**config.mk**
```make
export PLATFORM = sky130hd
export DESIGN_NAME = fetch_stage
export DESIGN_NICKNAME = d
export VERILOG_FILES = /design/src/rtl/mips_defs_pkg.sv /design/src/rtl/fetch_stage_if_id_reg.sv /design/src/rtl/fetch_stage.sv
export SDC_FILE = /design/constraint.sdc
export NUM_CORES = 1
export LEC_CHECK = 0
export ABC_CLOCK_PERIOD_IN_PS = 2550
export CAP_MARGIN = 20
export CELL_PAD_IN_SITES_DETAIL_PLACEMENT = 1
export CELL_PAD_IN_SITES_GLOBAL_PLACEMENT = 2
export CORE_MARGIN = 10
export CORE_UTILIZATION = 36
export CTS_CLUSTER_DIAMETER = 80
export DETAILED_ROUTE_END_ITERATION = 8
export DONT_BUFFER_PORTS = 1
export MAX_ROUTING_LAYER = met4
export PLACE_DENSITY_LB_ADDON = 0.05
export SYNTH_ARGS = -nofsm -noshare
export SYNTH_HDL_FRONTEND = slang
export SYNTH_HIERARCHICAL = 1
export SYNTH_SLANG_ARGS = --single-unit
```
**constraint.sdc**
```tcl
create_clock -name clk -period 2.55 [get_ports clk]
set_clock_uncertainty 0.2 [all_clocks]
set_input_delay 0.51 -clock clk [delete_from_list [all_inputs] [get_ports clk]]
set_output_delay 0.51 -clock clk [all_outputs]
set_load 0.02 [all_outputs]
```
**src/rtl/mips_defs_pkg.sv**
```systemverilog
// Shared P7 core definitions: exception codes, reset/handler PCs, IM bounds, IF/ID fields.
// Combinational helpers only.
package mips_defs;

  localparam logic [31:0] PC_RESET  = 32'h0000_3000;
  localparam logic [31:0] HANDLER   = 32'h0000_4180;
  localparam logic [31:0] IM_BASE   = 32'h0000_3000;
  localparam int          IM_WORDS  = 4096;
  localparam logic [31:0] IM_LAST   = IM_BASE + 32'(4 * IM_WORDS) - 32'd4;
  localparam logic [31:0] INSTR_NOP = 32'h0000_0000;

  localparam logic [4:0] EXC_NONE = 5'd0;
  localparam logic [4:0] EXC_ADEL = 5'd4;

  typedef struct packed {
    logic [31:0] instr;
    logic [31:0] pc;
    logic        valid;
    logic [4:0]  exccode;
    logic        bd;
  } if_id_t;

  localparam if_id_t IF_ID_BUBBLE = '{
    instr: INSTR_NOP, pc: 32'h0, valid: 1'b0, exccode: EXC_NONE, bd: 1'b0
  };

  function automatic logic fetch_fault(input logic [31:0] pc);
    return (pc[1:0] != 2'b00) || (pc < IM_BASE) || (pc > IM_LAST);
  endfunction

endpackage

```
**src/rtl/fetch_stage_if_id_reg.sv**
```systemverilog
// IF/ID pipeline register; one-cycle latency, stall holds contents.
// flush overrides stall and loads a bubble; reset also loads a bubble.
module if_id_reg
  import mips_defs::*;
(
  input  logic        clk,
  input  logic        reset_n,
  input  logic        stall,
  input  logic        flush,
  input  logic [31:0] instr_d,
  input  logic [31:0] pc_d,
  input  logic        valid_d,
  input  logic [4:0]  exccode_d,
  input  logic        bd_d,
  output logic [31:0] instr_q,
  output logic [31:0] pc_q,
  output logic        valid_q,
  output logic [4:0]  exccode_q,
  output logic        bd_q
);

  if_id_t d, q_q;

  assign d = '{instr: instr_d, pc: pc_d, valid: valid_d, exccode: exccode_d, bd: bd_d};

  always_ff @(posedge clk) begin
    if (!reset_n)
      q_q <= IF_ID_BUBBLE;
    else if (flush)
      q_q <= IF_ID_BUBBLE;
    else if (!stall)
      q_q <= d;
  end

  assign instr_q   = q_q.instr;
  assign pc_q      = q_q.pc;
  assign valid_q   = q_q.valid;
  assign exccode_q = q_q.exccode;
  assign bd_q      = q_q.bd;

endmodule

```
**src/rtl/fetch_stage.sv**
```systemverilog
// IF stage: PC register, next-PC select, fetch fault check, IF/ID register.
// Redirect visible on im_addr next cycle; stall freezes PC and IF/ID unless exc/eret.
module fetch_stage
  import mips_defs::*;
(
  input  logic        clk,
  input  logic        reset_n,
  input  logic        stall,
  input  logic        br_taken,
  input  logic [31:0] br_target,
  input  logic        id_is_branch,
  input  logic        exc_req,
  input  logic        eret_req,
  input  logic [31:0] epc,
  output logic [31:0] im_addr,
  input  logic [31:0] im_instr,
  output logic [31:0] if_id_instr,
  output logic [31:0] if_id_pc,
  output logic [31:0] if_id_pc8,
  output logic        if_id_valid,
  output logic [4:0]  if_id_exccode,
  output logic        if_id_bd
);

  logic [31:0] pc_q, pc_d;
  logic        fault;
  logic        flush;

  // Priority: exception entry > eret > stall > branch > sequential.
  always_comb begin
    pc_d = pc_q + 32'd4;
    if (exc_req)
      pc_d = HANDLER;
    else if (eret_req)
      pc_d = epc;
    else if (stall)
      pc_d = pc_q;
    else if (br_taken)
      pc_d = br_target;
  end

  always_ff @(posedge clk) begin
    if (!reset_n)
      pc_q <= PC_RESET;
    else
      pc_q <= pc_d;
  end

  // A faulting fetch still flows down as a valid nop so CP0 can raise AdEL in M.
  assign fault   = fetch_fault(pc_q);
  assign flush   = exc_req | eret_req;
  assign im_addr = pc_q;

  if_id_reg u_if_id (
    .clk       (clk),
    .reset_n   (reset_n),
    .stall     (stall),
    .flush     (flush),
    .instr_d   (fault ? INSTR_NOP : im_instr),
    .pc_d      (pc_q),
    .valid_d   (1'b1),
    .exccode_d (fault ? EXC_ADEL : EXC_NONE),
    .bd_d      (br_taken | id_is_branch),
    .instr_q   (if_id_instr),
    .pc_q      (if_id_pc),
    .valid_q   (if_id_valid),
    .exccode_q (if_id_exccode),
    .bd_q      (if_id_bd)
  );

  assign if_id_pc8 = if_id_pc + 32'd8;

endmodule

```
# Yosys cells after proc, flatten, opt, wreduce, memory -nomap -nowiden
# Index checks and enable logic that the tools add are counted.
classes:
  muxes: 6
  add_sub_neg: 2
  n_reduce_logical: 5
  order_cmp: 2
  n_bitwise: 3
  eq_ne: 2
op_table:
  columns: ["op", "n"]
  rows:
  - ["two-way mux 32 bit", 4]
  - ["adder 32 x 3 -> 32 bit, second input constant", 1]
  - ["adder 32 x 4 -> 32 bit, second input constant", 1]
  - ["> comparator 32 x 15 -> 1 bit, second input constant", 1]
  - ["less-than comparator 32 x 14 -> 1 bit, second input constant", 1]
  - ["two-way mux 15 bit", 1]
  - ["OR reduction 2 bit", 2]
  - ["two-way mux 3 bit", 1]
  - ["!= test 3 x 1 -> 1 bit, second input constant", 1]
  - ["logical OR 1 bit", 2]
  - ["!= test 2 x 1 -> 1 bit, second input constant", 1]
  - ["bitwise OR 1 bit", 2]
  - ["nonzero test 2 bit", 1]
  - ["inverter 1 bit", 1]
totals:
  output_inout_bits: 135
  elab_cells: 27
  regBits: 103

# Depth between registers and ports, before layout
depth:
  word_depth: 5
  depth_mapped: 8
  depth_no_buf: 6

# Modules after synthesis
# Netlist, hierarchy kept.
by_module_without_submodules:
  columns: ["module", "area_per_inst_um2", "n_inst", "cells_per_inst"]
  rows:
  - ["fetch_stage", 3213.1, 1, 446]
  - ["if_id_reg", 2561.2, 1, 230]

# Worst setup path before layout
# Ideal clock, no wire load.
synth_timing:
  kind: "flip-flop to output port"
  startpoint: "register u_if_id.q_q (netlist bit u_if_id/pc_q[10])"
  endpoint: "output if_id_pc8[26]"
  setup_slack_ps: -24
  t_arrival_ps: 1864
  path_stages_with_launch: 7
  t_required_ps: 1840
  cell_sequence: "dfxtp_1 and3_1 and3_1 clkbuf_1 and4_1 nand3_1 xnor2_1"
synth_between:
  elab_chain_cells: 1
synth_lines:
  columns: ["item", "line", "rtl"]
  rows:
  - ["start: declaration", "fetch_stage_if_id_reg.sv:22", "if_id_t d, q_q;"]
  - ["start signal: assignment", "fetch_stage_if_id_reg.sv:28", "q_q <= IF_ID_BUBBLE;"]
  - ["start signal: assignment", "fetch_stage_if_id_reg.sv:30", "q_q <= IF_ID_BUBBLE;"]
  - ["start signal: assignment", "fetch_stage_if_id_reg.sv:32", "q_q <= d;"]
  - ["adder 32 x 4 -> 32 bit", "fetch_stage.sv:71", "assign if_id_pc8 = if_id_pc + 32'd8;"]
  - ["end: declaration", "fetch_stage.sv:19", "output logic [31:0] if_id_pc8,"]
# Every way passes these cells.

# Worst setup path in the final report
layout_timing:
  startpoint: "register u_if_id.q_q (netlist bit u_if_id/pc_q[4])"
  endpoint: "output if_id_pc8[27]"
# The elaborated chain is that of the path after synthesis.

==> out/qor.yml <==
final.fill_count: 1882
synth_xor_area_share_pct: 5.76
cts_tree: "built"
finalWirelength_um: 22800
violations: "negative setup slack"
syn-cell-area_mm2: 0.00577
holdWs_ns: 0.0393
yosys.area_share.adder_pct: 0.433
slew_viol_final: 0
clock_latency_ns: 0.35
avgSynthCellArea_um2: 8.54
ios: 238
tightest_slew_ns: 0.581
hold_buffers: 0
antenna_found_initial: 0
powerDensity_mw_per_mm2: 505
hold_viol: 0
core_mm2: 0.0158
maxCapViolCount: 0
start_kind: "flop"
synth_ff_type: "dfxtp_1"
synth_top_family_by_area: "simple AND/OR/NAND/NOR gates"
clockBufferDepth: 2
async_flop_share_pct: 0
fmax_mhz: 378
synth-edff-count: 0
dieWidth_um: 147
post-route-util_pct: 44.0
drc_errors: 0
relSlewSlack_pct: 61.0
dieHeight_um: 147
grt_pass1_wl_um: 34700
detail-route-antenna-nets: 0
port_buffers: 0
fin_ws_ns: -0.0946
final_cell_mix: "nor2_1, buf_4, dfxtp_1"
p_leak_nw: 2.99
ys.warnings.count: 6
dieArea_mm2: 0.0215
initial_core_util_pct: 36.5
crit_fanout: 4
hold_path.class: "in2reg"
drt_iter0_drc: 370
synth_compound_area_share_pct: 12.0
hold_path.startpoint: "reset_n"
synth-simple-area-share_pct: 25.9
drive_above_1_share_pct: 22.1
crit_path_max_incr_delay_ns: 0.36
critPathLaunch: "u_if_id/pc_q[4]"
min_period_ns: 2.64
cts_buffers: 9
ir_drop_mv: 0.470
synthToLayoutAreaGrowth_pct: 20.6
gp_congestion: 0.892
seq_area_mm2: 0.00207
ys_ff_latch: 103
fin_crit_sh_pct: 104
path_clk_slew_ns: 0.08
dp_hpwl_um: 17400
htreeDepth: 3
rows: 46
grt_usage_pct: 21.0
final_common_cell: "nor2_1"
syn_inst: 676
first_global_vias: 5582
timing.rr.start: "im_addr[2]"
fin_area_mm2: 0.00696
overflow: 0
crit_chain: "ha_4 -> nand2_4 -> nor3_4 -> nand4_1 -> nor2_1 -> xor2_1 -> buf_4"
nNetsFinal: 850
wire_per_inst_um: 23.6
ys_seq_area_share_pct: 35.7
critPathRequiredTime_ns: 1.84
muxShareOfSynthArea_pct: 14.4
cts.sink_count: 103
root_buffer: "clkbuf_16"
grt_max_degree: 99
viasPerCell: 5.57
finalSetupViolCount: 6
via_count: 5383
grt_setup_unrepaired: "yes"
cp.arrival_ns: 1.93
power_mw: 3.51
drtPass1Iterations: 4
multi_input_area_mm2: 0.00352
synth_cell_types: 67
critPathSlowestCell: "dfxtp_2"
antenna_cells: 0
crit_type: "reg2out"
outcome: "finished, violations left"
dpl-instance-area_mm2: 0.00652
crit_path_end_kind: "output port"
-- repair_timing --
| action | CTS | global route |
|---|---|---|
| pin swaps | 6 | 9 |
| setup endpoints to repair | 14 | 19 |
| hold endpoints to repair | 0 | 0 |
| buffers inserted | 3 | 2 |
| gates cloned | 0 | 0 |
| gates resized for setup | 18 | 14 |
-- registers in the layout (all words and copies together) (netlist names), named ones only --
name and cells:
u_if_id/exccode_q 5, u_if_id/instr_q 32, im_addr 30, u_if_id/valid_q 1
u_if_id/pc_q 32, u_if_id/bd_q 1
-- worst paths after layout --
path,slack (ns),end,cells after the start
setup / recovery,-0.09,if_id_pc8[27],7
hold / removal,0.04,im_addr[13],1
setup reg to reg,0.22,im_addr[28],7
hold reg to reg,0.37,u_if_id/pc_q[23],2
-- worst max-delay path, delay by kind of cell (launching register included) --
kind / cells / cell delay (ns)
adders and majority gates: 1 / 0.15
DFF: 1 / 0.36
buffers and inverters: 1 / 0.17
xor gates and xnor gates: 1 / 0.17
and+or+nand+nor: 4 / 0.72
-- power by group --
part	leakage, nW	switching [mW]	internal (mW)
logic	2.00	0.253	0.178
registers	0.839	0.0508	1.64
clock network	0.146	0.684	0.706
-- cell usage after synthesis, drive strengths merged, types with 14 or more instances --
library cell | instances | area share (%)
o21ai | 27 | 2.3
clkbuf | 24 | 1.6
dfxtp | 103 | 36
xor2 | 19 | 2.9
a21oi | 16 | 1.5
xnor2 | 19 | 2.9
and2 | 38 | 4.1
mux2i | 82 | 14
buf | 22 | 3.4
nand4 | 14 | 2.0
nand3 | 27 | 2.3
and3 | 16 | 1.8
nor2 | 111 | 7.5
nand2 | 44 | 2.9
-- cell families (layout without fill, tap and decap cells) --
family / Yosys count / count (layout)
AOI/OAI and AO/OA: 102 / 102
other: 2 / 5
adders and majority gates: 2 / 2
and+or+nand+nor: 291 / 291
xor gates and xnor gates: 38 / 38
muxes: 83 / 83
buffers and inverters: 55 / 126
DFF: 103 / 103
-- metrics by stage --
| stage | worst slack [ns] | instances | setup TNS [ns] |
|---|---|---|---|
| after floorplan | 0.0414 | 679 | 0 |
| after global placement | 0.123 | 945 | 0 |
| after detailed placement | 0.0848 | 945 | 0 |
| after CTS | -0.0997 | 964 | -0.580 |
| after global routing | -0.167 | 966 | -1.12 |
| final | -0.0946 | 966 | -0.335 |
-- routing by layer --
metal / global-route usage, % / routed length [um] / vias to the layer above
met1: 25.9 / 10000 / 2672
li1: - / - / 2526
met3: 6.24 / 1850 / 18
met2: 32.8 / 10600 / 167
met4: 5.31 / 342 / 0
met5: - / 0 / -
-- cell type report --
| class | instances | area share (%) |
|---|---|---|
| inverters | 9 | 0.485 |
| clock buffers | 10 | 3.43 |
| well taps | 216 | 3.88 |
| multi-input cells | 521 | 50.6 |
| repair buffers | 101 | 11.0 |
| flip-flops and latches | 103 | 29.8 |
| clock inverters | 6 | 0.809 |
No activity file was read; power rests on OpenSTA's default activity.
